## config.mk

```make
export PLATFORM = sky130hd
export DESIGN_NAME = imm_encoder
export DESIGN_NICKNAME = d
export VERILOG_FILES = /design/src/rtl/imm_encoder.sv
export SDC_FILE = /design/constraint.sdc
export NUM_CORES = 1
export LEC_CHECK = 0
export BUFFER_PORTS_ARGS = -buffer_cell sky130_fd_sc_hd__buf_2
export CAP_MARGIN = 10
export CORE_AREA = 4 4 111 123
export DETAILED_ROUTE_END_ITERATION = 10
export DIE_AREA = 0 0 115 127
export PLACE_DENSITY = 0.71
export SETUP_SLACK_MARGIN = 0.15
export SYNTH_ARGS = -nofsm -noshare
export SYNTH_HDL_FRONTEND = slang
export SYNTH_SLANG_ARGS = --single-unit
```

## constraint.sdc

```tcl
create_clock -name clk -period 1.8 [get_ports clk]
set_input_delay 0.36 -clock clk [delete_from_list [all_inputs] [get_ports clk]]
set_output_delay 0.36 -clock clk [all_outputs]
set_load 0.01 [all_outputs]
```

## src/rtl/imm_encoder.sv

```systemverilog
// RV32I immediate encoder: scatters a 32-bit immediate into a base instruction word
// for the selected format and flags immediates that cannot be represented exactly.
module imm_encoder #(
    parameter int CNT_W = 8
) (
    input  logic             clk,
    input  logic             rst_n,
    input  logic             InValid,
    output logic             InReady,
    input  logic [31:0]      BaseInstr,
    input  logic [2:0]       ImmSrcE,
    input  logic [31:0]      Imm,
    output logic             OutValid,
    input  logic             OutReady,
    output logic [31:0]      InstrOut,
    output logic             ErrOut,
    output logic [CNT_W-1:0] ErrCount
);

    localparam logic [2:0] FMT_I = 3'b000;
    localparam logic [2:0] FMT_S = 3'b001;
    localparam logic [2:0] FMT_B = 3'b010;
    localparam logic [2:0] FMT_J = 3'b011;
    localparam logic [2:0] FMT_U = 3'b100;

    // Handshake: a stage transfers on a rising edge when its valid and ready are both high.
    // Stage 1 moves on whenever stage 2 is empty or being drained downstream.
    logic             rdy_en;
    logic             s1_valid, s1_err, s1_adv, in_acc, in_err;
    logic [31:0]      s1_base, s1_imm;
    logic [2:0]       s1_src;
    logic             s2_valid, s2_err;
    logic [31:0]      s2_instr, merged;
    logic [CNT_W-1:0] err_cnt;
    logic signed [31:0] imm_s;

    assign imm_s   = Imm;
    assign s1_adv  = !s2_valid || OutReady;
    assign InReady = rdy_en && (!s1_valid || s1_adv);
    assign in_acc  = InValid && InReady;

    always_comb begin
        in_err = 1'b0;
        case (ImmSrcE)
            FMT_I, FMT_S: in_err = (imm_s < -32'sd2048) || (imm_s > 32'sd2047);
            FMT_B:        in_err = (imm_s < -32'sd4096) || (imm_s > 32'sd4094) || Imm[0];
            FMT_J:        in_err = (imm_s < -32'sd1048576) || (imm_s > 32'sd1048574) || Imm[0];
            FMT_U:        in_err = (Imm[11:0] != 12'h000);
            default:      in_err = 1'b1;
        endcase
    end

    always_comb begin
        merged = s1_base;
        case (s1_src)
            FMT_I: merged = {s1_imm[11:0], s1_base[19:0]};
            FMT_S: merged = {s1_imm[11:5], s1_base[24:12], s1_imm[4:0], s1_base[6:0]};
            FMT_B: merged = {s1_imm[12], s1_imm[10:5], s1_base[24:12], s1_imm[4:1],
                             s1_imm[11], s1_base[6:0]};
            FMT_J: merged = {s1_imm[20], s1_imm[10:1], s1_imm[11], s1_imm[19:12],
                             s1_base[11:0]};
            FMT_U: merged = {s1_imm[31:12], s1_base[11:0]};
            default: merged = s1_base;
        endcase
    end

    always_ff @(posedge clk or negedge rst_n) begin
        if (!rst_n) begin
            rdy_en   <= 1'b0;
            s1_valid <= 1'b0;
            s1_err   <= 1'b0;
            s1_base  <= '0;
            s1_imm   <= '0;
            s1_src   <= '0;
        end else begin
            rdy_en <= 1'b1;
            if (in_acc) begin
                s1_valid <= 1'b1;
                s1_err   <= in_err;
                s1_base  <= BaseInstr;
                s1_imm   <= Imm;
                s1_src   <= ImmSrcE;
            end else if (s1_adv) begin
                s1_valid <= 1'b0;
            end
        end
    end

    // Stage 2 only loads when it is free or its result is taken, so outputs hold while stalled.
    always_ff @(posedge clk or negedge rst_n) begin
        if (!rst_n) begin
            s2_valid <= 1'b0;
            s2_err   <= 1'b0;
            s2_instr <= '0;
            err_cnt  <= '0;
        end else begin
            if (s1_adv) begin
                s2_valid <= s1_valid;
                if (s1_valid) begin
                    s2_instr <= merged;
                    s2_err   <= s1_err;
                end
            end
            if (s2_valid && OutReady && s2_err && (err_cnt != {CNT_W{1'b1}}))
                err_cnt <= err_cnt + 1'b1;
        end
    end

    assign OutValid = s2_valid;
    assign InstrOut = s2_instr;
    assign ErrOut   = s2_err;
    assign ErrCount = err_cnt;

endmodule

```

==> results.txt <==
----------------------------------------------------
[Pwr]
  Total chip power ... 7.61 mW
  PwrDens ... 1260 nW/um^2
  Maximum vdd drop ... 612 uV
  Leakage power ... 2.78 nW

[Floorplan]
  Die H ... 127 um
  Total I/O pin count ... 114
  Number of placement rows ... 43
  Die outline area ... 14600 um^2
  Initial core utilization ... 39.0%
  Die Width ... 115 um
  Core region area ... 12500 um^2

[Global route]
  Global-route wire length before repair ... 19000 um
  Number of global-route vias before repair ... 3681
  Largest net degree at the start of global routing ... 62
  Combined global-route utilization of all metal layers ... 16.6%
  GRT overflow ... 0
  Antenna violations before repair ... 0

[Route]
  DRC violations left ... 0
  DRC marker count from the first detailed-route iteration ... 230
  DR WL/cell ... 17.0 um
  Vias per std cell ... 5.15
  Detailed-router iteration count before antenna repair ... 4
  Vias ... 3630
  Sum of routed wire length over all layers ... 12000 um
  Detail Route Antenna Nets ... 0

[Clocking]
  Number of levels in the clock H-tree ... 3
  Worst skew pair latency ... 0.35 ns
  CTS tree ... done
  Clock Path Buffers ... 2
  Master cell of the clock root buffer ... clkbuf_16
  Number of buffers added by the clock tree synthesis step ... 9
  CTS clock-pin slew for the worst setup and hold paths ... 0.07 ns
  Number of clock sinks ... 112

[STA]
  Period minus WS final ... 1.60 ns
  Highest clock frequency the design can meet ... 626 MHz
  Max Transition Viols Final ... 0
  Number of failing hold endpoints at the final stage ... 0
  Tightest hold margin ... 0.245 ns
  Sum Neg Setup Slack ... 0 ns
  Post-route clock period utilization ... 88.7%
  Finish-stage setup viols ... 0
  RSZ-0062 raised after global routing ... yes
  Final worst clock skew ... 0.00731 ns

[Yosys]
  Synth Flop Type ... dfrtp_1
  Proportion of synthesized chip area in sequential cells ... 57.6%
  Fraction of registers with async set/reset ... 100%
  Post-Syn Instances ... 421
  Count of unique library cells instantiated by Yosys ... 45
  Warnings, synthesis ... 0
  Mapped Avg Cell Area ... 11.6 um^2
  Post-synthesis net count ... 493
  Flip-flop and latch count after synthesis ... 112
  Number of flops mapped to enable cells by yosys ... 0
  Synthesized cell area ... 4870 um^2

[Job]
  Number of max-cap violations ... 0

[Layout]
  Antenna Diode Count ... 0
  Layout cells sized above 1 ... 42.0%
  Number of inserted filler cells in the final layout ... 1153
  Commonest cells after routing, fill and taps aside ... buf_2, dfrtp_1, nand2_1, mux2_2, nor2_1
  Most common library cell in the layout ignoring fill and taps ... buf_2
  Area growth from synthesis to layout ... 24.5%
  Layout net count ... 615

[Outcome]
  Outcome ... completed

[Worst setup path]
  Crit Path Category ... reg -> reg
  Register-to-register setup slack ... 0.20 ns
  Count of buffering cells on the critical path with inverters included ... 1
  CP max FO ... 41
  Highest-delay cell along the critical path ... dfrtp_1
  Critical path endpoint category ... register
  Arrival @ worst endpoint ... 1.82 ns
  Kind of start point of the critical path ... register
  Ordered list of cells on the worst path ... nand3b_1, and2_2, nand2_2, buf_12, mux2_2
  Worst path required time ... 2.03 ns
  Worst stage delay on the critical path ... 0.40 ns
  Family with the most delay on the worst path ... simple AND/OR/NAND/NOR gates

[Placement]
  IO Port Bufs ... 113
  Routability Congestion ... 0.831
  DP Wirelength ... 9080 um

[Hold path]
  Kind of path behind the tightest hold check ... in -> reg

----------------------------------------------------
-- synthesized netlist by cell type (7+ instances only) --
| library cell | count | share of area [%] |
|---|---|---|
| o21ai_0 | 16 | 1.6 |
| nor4_1 | 7 | 0.90 |
| nand4_1 | 11 | 1.4 |
| a31oi_1 | 13 | 1.7 |
| nand2_1 | 72 | 5.6 |
| nand3_1 | 20 | 2.1 |
| buf_4 | 10 | 1.5 |
| mux2_2 | 67 | 16 |
| a21oi_1 | 8 | 0.82 |
| dfrtp_1 | 112 | 58 |
| nor2_1 | 23 | 1.8 |
-- through the flow --
| step | instances | setup WS, ns | cell area, um^2 | util, % |
|---|---|---|---|---|
| detailed placement | 683 | 0.0597 | 5630 | 45.1 |
| finish | 705 | 0.204 | 6060 | 48.5 |
| CTS | 700 | 0.163 | 6010 | 48.2 |
| global placement | 683 | 0.0967 | 5630 | 45.1 |
| global route | 705 | 0.134 | 6060 | 48.5 |
| floorplan | 421 | 0.266 | 4870 | - |
-- cells by family after synthesis --
| kind of cell | Yosys count | share of synthesized area [%] |
|---|---|---|
| fa+ha+maj | 1 | 0.257 |
| other cells | 1 | 0.0770 |
| simple gates | 159 | 15.8 |
| compound gates | 51 | 6.63 |
| buf+inv | 23 | 2.90 |
| mux | 67 | 15.5 |
| flops | 112 | 57.6 |
| xor+xnor | 7 | 1.26 |
-- path summary, 6_finish.rpt --
kind,startpoint,endpoint,cells after the start
hold reg to reg,s1_base[5],InstrOut[5],2
setup / recovery,OutValid,s1_imm[16],5
setup reg to reg,OutValid,s1_imm[16],5
min in group asynchronous,rst_n,s1_imm[13],2
max in group asynchronous,rst_n,s1_base[8],3
hold / removal,BaseInstr[9],s1_base[9],2
-- area by class of cell --
cell class                 instances  area [um^2]  area share [%]
sequential                       112         2800            46.3
multi-input combinational        286         1930            31.9
timing repair buffer             132          751            12.4
clock buffer                       9          225            3.72
tap                              157          196            3.24
clock inverter                     7          144            2.38
inverter                           2         7.51           0.124
-- routing by layer --
layer	up-vias	track usage, %	wire, um
met5	-	0	0
met4	0	4.35	120
met3	9	4.03	752
met2	104	26.7	5800
met1	1786	22.7	5320
li1	1731	-	-
-- registers in the layout, indices dropped and copies added, names as in the netlist --
| name | cells |
|---|---|
| InstrOut | 32 |
| ErrOut | 1 |
| OutValid | 1 |
| s1_valid | 1 |
| ErrCount | 8 |
| s1_imm | 32 |
| s1_base | 32 |
| s1_src | 3 |
| s1_err | 1 |
| rdy_en | 1 |
-- where the power goes --
group	total, mW	internal, mW	switching [mW]
logic	1.76	0.829	0.926
registers	3.45	3.07	0.379
clock network	2.40	1.50	0.898
total	7.61	5.40	2.20
-- repair_timing --
action,CTS,global route
hold buffers,1,0
endpoints found under the setup margin,0,43
buffers inserted,0,5
gates resized for setup,0,4
hold endpoints to repair,25,0
Power figures use the tool's default switching activity.
